**src/rtl/rf_wb_arbiter.sv**
```systemverilog
// rf_wb_arbiter: shares the single register-file write port between the ALU
// write-back path and the multi-cycle MDU/LSU write-back path.
//  - Combinational grant. ARB_MODE=0 is round-robin: a 1-bit pointer favours
//    the loser of the last contended cycle. ARB_MODE=1 is fixed priority:
//    the ALU always wins.
//  - The winning write is registered onto rf_wen/rf_waddr/rf_wdata one cycle
//    after it is accepted. A write to x0 is accepted but never enables the
//    register file.
//  - A 32-entry pending-write scoreboard (busy) lets decode detect RAW/WAW
//    hazards. Set is requested by decode; clear happens when the register
//    file writes. If both happen to the same index in one cycle, set wins.
// Optional feature: define RF_WB_STAT_EN to add the conflict_cnt output, a
// free-running count of cycles in which both sources request.
module rf_wb_arbiter #(
  parameter int XLEN     = 64,
  parameter int ARB_MODE = 0
) (
  input  logic            clock,
  input  logic            reset,
  input  logic            alu_valid,
  output logic            alu_ready,
  input  logic [4:0]      alu_rd,
  input  logic [XLEN-1:0] alu_data,
  input  logic            mdu_valid,
  output logic            mdu_ready,
  input  logic [4:0]      mdu_rd,
  input  logic [XLEN-1:0] mdu_data,
  input  logic            set_en,
  input  logic [4:0]      set_rd,
  output logic [31:0]     busy,
  output logic            rf_wen,
  output logic [4:0]      rf_waddr,
  output logic [XLEN-1:0] rf_wdata
`ifdef RF_WB_STAT_EN
  ,
  output logic [31:0]     conflict_cnt
`endif
);

  localparam bit FIXED_PRIO = (ARB_MODE != 0);

  // Pointer: 0 favours the ALU, 1 favours the MDU/LSU on the next contention.
  logic            ptr_q, ptr_d;
  logic            rf_wen_q, rf_wen_d;
  logic [4:0]      rf_waddr_q, rf_waddr_d;
  logic [XLEN-1:0] rf_wdata_q, rf_wdata_d;
  logic [31:0]     busy_q, busy_d;

  logic            both_valid;
  logic            alu_pick;
  logic            xfer;
  logic [4:0]      wb_rd;
  logic [XLEN-1:0] wb_data;

  // Grant: the ALU wins when it is the only requester, or when it contends
  // and either fixed priority is on or the pointer favours it. No request is
  // accepted while reset is asserted.
  always_comb begin
    both_valid = alu_valid && mdu_valid;
    alu_pick   = alu_valid && (!mdu_valid || FIXED_PRIO || !ptr_q);
    alu_ready  = alu_pick && !reset;
    mdu_ready  = mdu_valid && !alu_pick && !reset;
  end

  // Next state: select the accepted write and flip the pointer toward the loser.
  always_comb begin
    xfer       = alu_ready || mdu_ready;
    wb_rd      = alu_ready ? alu_rd : mdu_rd;
    wb_data    = alu_ready ? alu_data : mdu_data;
    rf_wen_d   = xfer && (wb_rd != 5'd0);
    rf_waddr_d = xfer ? wb_rd : rf_waddr_q;
    rf_wdata_d = xfer ? wb_data : rf_wdata_q;
    ptr_d      = ptr_q;
    if (both_valid && xfer) begin
      ptr_d = alu_ready;
    end
  end

  // Scoreboard next state, one bit per register; x0 is never pending.
  generate
    for (genvar gi = 0; gi < 32; gi++) begin : g_busy
      if (gi == 0) begin : g_zero
        assign busy_d[gi] = 1'b0;
      end else begin : g_bit
        assign busy_d[gi] = (set_en && (set_rd == 5'(gi))) ||
                            (busy_q[gi] && !(rf_wen_q && (rf_waddr_q == 5'(gi))));
      end
    end
  endgenerate

  // State registers; reset drops any registered write and clears the scoreboard.
  always_ff @(posedge clock) begin
    if (reset) begin
      ptr_q      <= 1'b0;
      rf_wen_q   <= 1'b0;
      rf_waddr_q <= 5'd0;
      rf_wdata_q <= '0;
      busy_q     <= 32'd0;
    end else begin
      ptr_q      <= ptr_d;
      rf_wen_q   <= rf_wen_d;
      rf_waddr_q <= rf_waddr_d;
      rf_wdata_q <= rf_wdata_d;
      busy_q     <= busy_d;
    end
  end

  assign rf_wen   = rf_wen_q;
  assign rf_waddr = rf_waddr_q;
  assign rf_wdata = rf_wdata_q;
  assign busy     = busy_q;

`ifdef RF_WB_STAT_EN
  logic [31:0] conflict_cnt_q;

  // Contention counter: counts every cycle both sources request; wraps naturally.
  always_ff @(posedge clock) begin
    if (reset) begin
      conflict_cnt_q <= 32'd0;
    end else if (alu_valid && mdu_valid) begin
      conflict_cnt_q <= conflict_cnt_q + 32'd1;
    end
  end

  assign conflict_cnt = conflict_cnt_q;
`endif

endmodule

```
**config.mk**
```make
export PLATFORM = sky130hd
export DESIGN_NAME = rf_wb_arbiter
export DESIGN_NICKNAME = d
export VERILOG_FILES = /design/src/rtl/rf_wb_arbiter.sv
export SDC_FILE = /design/constraint.sdc
export NUM_CORES = 1
export LEC_CHECK = 0
export CAP_MARGIN = 20
export CORE_AREA = 2 2 146 91
export DETAILED_ROUTE_END_ITERATION = 6
export DIE_AREA = 0 0 148 93
export GPL_TIMING_DRIVEN = 0
export PLACE_DENSITY = 0.78
export SLEW_MARGIN = 30
export SYNTH_ARGS = -nofsm -noshare
export SYNTH_HDL_FRONTEND = slang
export SYNTH_SLANG_ARGS = --single-unit
export TNS_END_PERCENT = 30
```
**constraint.sdc**
```tcl
create_clock -name clock -period 1.7 [get_ports clock]
set_input_delay 0.425 -clock clock [delete_from_list [all_inputs] [get_ports clock]]
set_output_delay 0.425 -clock clock [all_outputs]
set_load 0.05 [all_outputs]
```
Word level (Yosys, flattened, before mapping)
Index checks and enable logic that the tools add are counted.
Widths: inputs -> output; s select.
{ "totals": {"regBits": 103, "in_bits": 148, "out_inout_bits": 104, "word_cells": 239} }
{ "classes": {"n_eq_ne": 62, "mux": 2, "n_reduce_logical": 169} }
{ "ops": {"columns": ["cell", "n"], "rows": [
  ["$eq 5x5->1 const B", 32],
  ["$logic_and 1x1->1", 100],
  ["$eq 5x4->1 const B", 16],
  ["$mux 64", 1],
  ["$eq 5x3->1 const B", 8],
  ["$logic_not 1->1", 35],
  ["$logic_or 1x1->1", 33],
  ["$eq 5x2->1 const B", 4],
  ["$eq 5x1->1 const B", 2],
  ["$mux 5", 1],
  ["$reduce_bool 5->1", 1]
]} }

Depth between registers and ports, before layout
{ "logic_depth": {"word_depth": 8, "depth_mapped": 6, "depth_no_buf": 3} }

Worst setup path before layout
No wires, ideal clock.
{ "synth_timing": {"path_kind": "input port to output port", "start": "input port reset", "end": "output port mdu_ready", "arrival_ps": 1635, "t_required_ps": 1275, "path_slack_ps": -360, "stages": 5, "path_buffers": 3, "path_cell_list": "buf_6 > nand2b_1 > buf_4 > buf_4 > nor2_1"} }
{ "synth_between": {"elab_chain_len": 2} }
{ "synth_rtl": {"columns": ["item", "line", "rtl"], "rows": [
  ["from (decl)", "19", "input logic reset,"],
  ["$logic_not 1->1", "62", "mdu_ready = mdu_valid && !alu_pick && !reset;"],
  ["$logic_and 1x1->1", "62", null],
  ["to (decl)", "25", "output logic mdu_ready,"]
]} }
Every way passes these cells.

Final worst setup path
{ "layout_timing": {"start": "register ptr_q", "end": "output port alu_ready"} }
{ "layout_between": {"elab_chain_len": 4} }
{ "layout_rtl": {"columns": ["item", "line", "rtl"], "rows": [
  ["from (decl)", "43", "logic ptr_q, ptr_d;"],
  ["from (signal assigned)", "100", "ptr_q <= ptr_d;"],
  ["$logic_not 1->1", "60", "alu_pick = alu_valid && (!mdu_valid || FIXED_PRIO || !ptr_q);"],
  ["$logic_or 1x1->1", "60", null],
  ["$logic_and 1x1->1", "60", null],
  ["$logic_and 1x1->1", "61", "alu_ready = alu_pick && !reset;"],
  ["to (decl)", "21", "output logic alu_ready,"]
]} }
Every way passes these cells.

==> flow_summary.rst <==
.. list-table::
   :header-rows: 1

   * - Metric
     - Value
   * - PwrDens
     - ~830 mW/mm2
   * - Number of antenna diodes
     - 0
   * - Post-Syn Area
     - ~0.0049 mm2
   * - WHS Endpoint
     - busy[21]
   * - Number of cells after detailed placement
     - 1005
   * - Peak supply drop
     - a little under 0.5 mV
   * - Cell count of the worst hold path
     - 2
   * - Global-route wire length before repair
     - 31.6 mm
   * - Kind of critical path
     - reg2out
   * - Num ports
     - approximately 250
   * - Gate family responsible for the most delay along the worst path
     - buffers and inverters
   * - Dominant cells by area after synthesis
     - dfxtp_1, a2111oi_0, nor4_1, nor3_1, nor2_1
   * - Post-detailed-route count of antenna-violating nets
     - 0
   * - Number of distinct standard cells referenced by the synthesized netlist
     - 36
   * - CTS Hold Bufs
     - 0
   * - Final count of hold timing violations
     - 0
   * - Data required time of the worst path
     - between 1000 and 1500 ps
   * - DRC Markers
     - 0
   * - Count of filler cells inserted in the layout
     - about 1100
   * - Synthesis warning total
     - 0
   * - Per-cell via count in the routed design
     - roughly 6.0
   * - Worst endpoint data arrival time
     - between 1000 and 1500 ps
   * - Via count of the first global-routing pass
     - about 5900
   * - Placed Area
     - ~0.0076 mm2
   * - Clock net sink count
     - 102
   * - Max capacitance violation total
     - 0
   * - Setup Viol. Count Final
     - 0
   * - Post-Synthesis Cells
     - approximately 600
   * - Cell leakage power
     - ~3.0 nW
   * - Share of synthesized area occupied by flip-flops and latches
     - 0.418
   * - Critical path launch point type
     - register
   * - Kind of path behind the tightest hold check
     - reg2reg
   * - Critical R2R Capture
     - rf_wdata[17]
   * - Cell type with the largest total area after synthesis
     - dfxtp_1
   * - Area share of the largest cell type after synthesis
     - 0.418
   * - Final critical path time including I/O delays and setup
     - about 1700 ps
   * - Routability Congestion
     - approximately 0.92
   * - Residual overflow from global routing
     - 0
   * - Global routing usage summed across all routing layers
     - 0.287
   * - Drt first-iter violations
     - ~450
   * - Worst-Margin Slew
     - 565 ps
   * - DRT Wirelength
     - 20.4 mm
   * - CP startpoint
     - ptr_q
   * - CTS tree
     - built
   * - Achievable frequency
     - 0.596 GHz
   * - Detailed Place HPWL
     - 15.1 mm
   * - Net count of the mapped netlist
     - around 730
   * - Initial antenna violation count
     - 0
   * - Synthesized area per cell
     - 8.33 um2
   * - Drt first pass iters
     - 6
   * - Count of non-filler cells in the finished layout
     - 1026
   * - Register-to-Register Setup Slack
     - between 100 and 150 ps
   * - Share of the core filled with cells
     - 0.633
   * - Most frequent cell on the critical path
     - buf_8
   * - Power after layout
     - about 6.6 mW
   * - Worst-case clock skew
     - ~6.8 ps
   * - Die Y
     - approximately 93 um
   * - Delay of the slowest critical-path stage
     - between 300 and 400 ps
   * - Clk Latency, worst-skew pair
     - around 350 ps
   * - Design area
     - ~0.0079 mm2
   * - H-Tree Depth
     - 3
   * - Core area
     - between 0.01 and 0.015 mm2
   * - Standard-cell row count
     - 32
   * - Share of layout cells above drive strength 1
     - 0.105
   * - Die Span X
     - 148 um
   * - Detail-routed net length per standard cell
     - 19.9 um
   * - FF-to-FF Start
     - ptr_q
   * - Startpoint of the tightest hold check path
     - busy[21]
   * - CTS max path bufs
     - 2
   * - Depth of the worst register-to-register path
     - 5
   * - Worst slew slack as a fraction of its limit
     - 0.613
   * - Part of the cycle the worst path needs
     - 0.986
   * - Setup repair after global routing missed its margin
     - true
   * - Clock transition at the register clock pins on the worst setup and hold paths after CTS
     - 80 ps
   * - Final Net Count
     - approximately 1000
   * - Cell-by-cell listing of the critical path
     - buf_8, nand2_4, nand3_4, inv_4, buf_8
   * - Run status
     - complete, no violations
   * - Number of CTS-inserted buffers
     - 9
   * - Maximum number of pins on one net before global-route repair
     - 20
   * - Area growth syn-to-layout
     - 61.9%
   * - Buffers and inverters on the worst path
     - 3
   * - Master cell of the clock root buffer
     - clkbuf_16
   * - Total number of vias
     - between 6000 and 7000
   * - Crit-path max FO
     - 8
   * - Number of port buffers
     - 249
   * - Critical path endpoint category
     - output port
   * - Die Footprint
     - 0.0138 mm2
   * - Final count of pins violating max slew
     - 0
   * - Cell with the biggest individual delay on the critical path
     - dfxtp_4
   * - Total of flip-flops plus latches after synthesis
     - about 100
   * - Starting Density
     - 0.391
-- where the power goes --
part | switching [mW] | leakage [nW] | total [mW] | internal [mW]
combinational | 1.16 | 2.02 | 1.87 | 0.706
sequential | 0.107 | 0.841 | 2.65 | 2.54
clock | 1.01 | 0.138 | 2.04 | 1.03
-- tightest hold or removal path: cells and delay by family (launching register included) --
kind	cells	cell delay [ps]
AOI/OAI and AO/OA	2	130
DFF	1	310
-- synthesized netlist by cell type --
library cell,n
dfxtp_1,102
nor2_1,70
a2111oi_0,69
nor3_1,64
nor4_1,63
o21ai_0,32
a21oi_1,31
clkbuf_1,31
nand2_1,26
buf_2,18
buf_4,13
buf_6,9
nand3_1,9
a311oi_1,5
o2111ai_1,5
nor2b_1,4
o21ai_1,4
and4b_1,3
and4bb_2,3
nand2b_1,3
nand4b_1,3
nand4bb_1,3
inv_1,2
or4_1,2
and2b_1,1
and4_1,1
conb_1,1
inv_2,1
nand4_1,1
nor4_2,1
nor4b_1,1
o21ba_1,1
o32ai_1,1
or2_0,1
or4b_1,1
xor2_1,1
-- state kept, by name (all words and copies together), names as in the netlist --
register,flops
rf_wen,1
rf_waddr,5
ptr_q,1
busy,31
rf_wdata,64
-- cell type report --
type	count	area (um2)	area share
inverter	3	13.8	0.00174
multi-input combinational	410	2470	0.312
clock inverter	7	66.3	0.00839
clock buffer	9	225	0.0285
buffer	68	405	0.0513
tap	170	213	0.0269
timing repair buffer	257	2470	0.312
sequential	102	2050	0.259
-- metrics by stage --
step,TNS [ps],worst slack [ps],hold WS (ps)
6_report,0,23.3,481
3_5_place_dp,-34050,-1340,467
3_3_place_gp,-29070,-1300,465
4_1_cts,-138,-99.5,475
5_1_grt,-21.2,-21.2,484
2_1_floorplan,0,15.2,585
-- how the worst max path moves through the flow --
stage / depth (start not counted) / slack [ps] / to
global route: 5 / -20 / alu_ready
detailed placement: 6 / -1340 / alu_ready
CTS: 5 / -100 / mdu_ready
floorplan: 5 / 20 / mdu_ready
global placement: 6 / -1300 / alu_ready
finish: 5 / 20 / alu_ready
-- metal layers --
layer  up-vias  part of all wire  routed length [um]  global-route usage
li1       2795                 -                   -                   -
met4         0             0.020                 403              0.0810
met2       368              0.45                9120               0.456
met1      2912              0.43                8720               0.382
met3        40              0.11                2160              0.0849
met5         -                 0                   0                   0
-- cell usage in the layout, fill, tap and decap left out, types with 2 or more instances in the layout --
cell and instances:
dlygate4sd2_1 78, a2111oi_0 69, dfxtp_1 97, nor2b_1 2
nand2b_1 3, and4b_1 3, clkinv_4 2, buf_4 19
clkbuf_16 9, o2111ai_1 5, nand4bb_1 3, nor4_1 63
inv_8 3, clkdlybuf4s15_2 6, nor2b_2 2, and4bb_2 3
nor3_1 64, nand3_1 8, buf_2 17, buf_6 9
clkdlybuf4s50_1 144, nand2_1 25, o21ai_0 32, or4_1 2
nand4b_1 3, a21oi_1 31, clkinvlp_4 2, dfxtp_2 4
o21ai_1 4, clkdlybuf4s15_1 17, clkbuf_1 30, nor2_1 69
buf_8 3, a311oi_1 5
-- kinds of logic (layout without fill, tap and decap cells) --
logic type / Yosys count / count (layout) / share of synthesized area
other: 1 / 1 / 0.000768
AO/OA/AOI/OAI: 148 / 148 / 0.214
buffers and inverters: 74 / 344 / 0.0853
flip-flops: 102 / 102 / 0.418
XOR/XNOR: 1 / 1 / 0.00179
AND/OR/NAND/NOR: 260 / 260 / 0.280
-- timing repair --
item / CTS / global route
setup endpoints to repair: 158 / 21
buffers inserted: 3 / 5
pin swaps: 0 / 1
gates resized for setup: 157 / 25
Note: power is estimated with default switching activity, not from simulation.
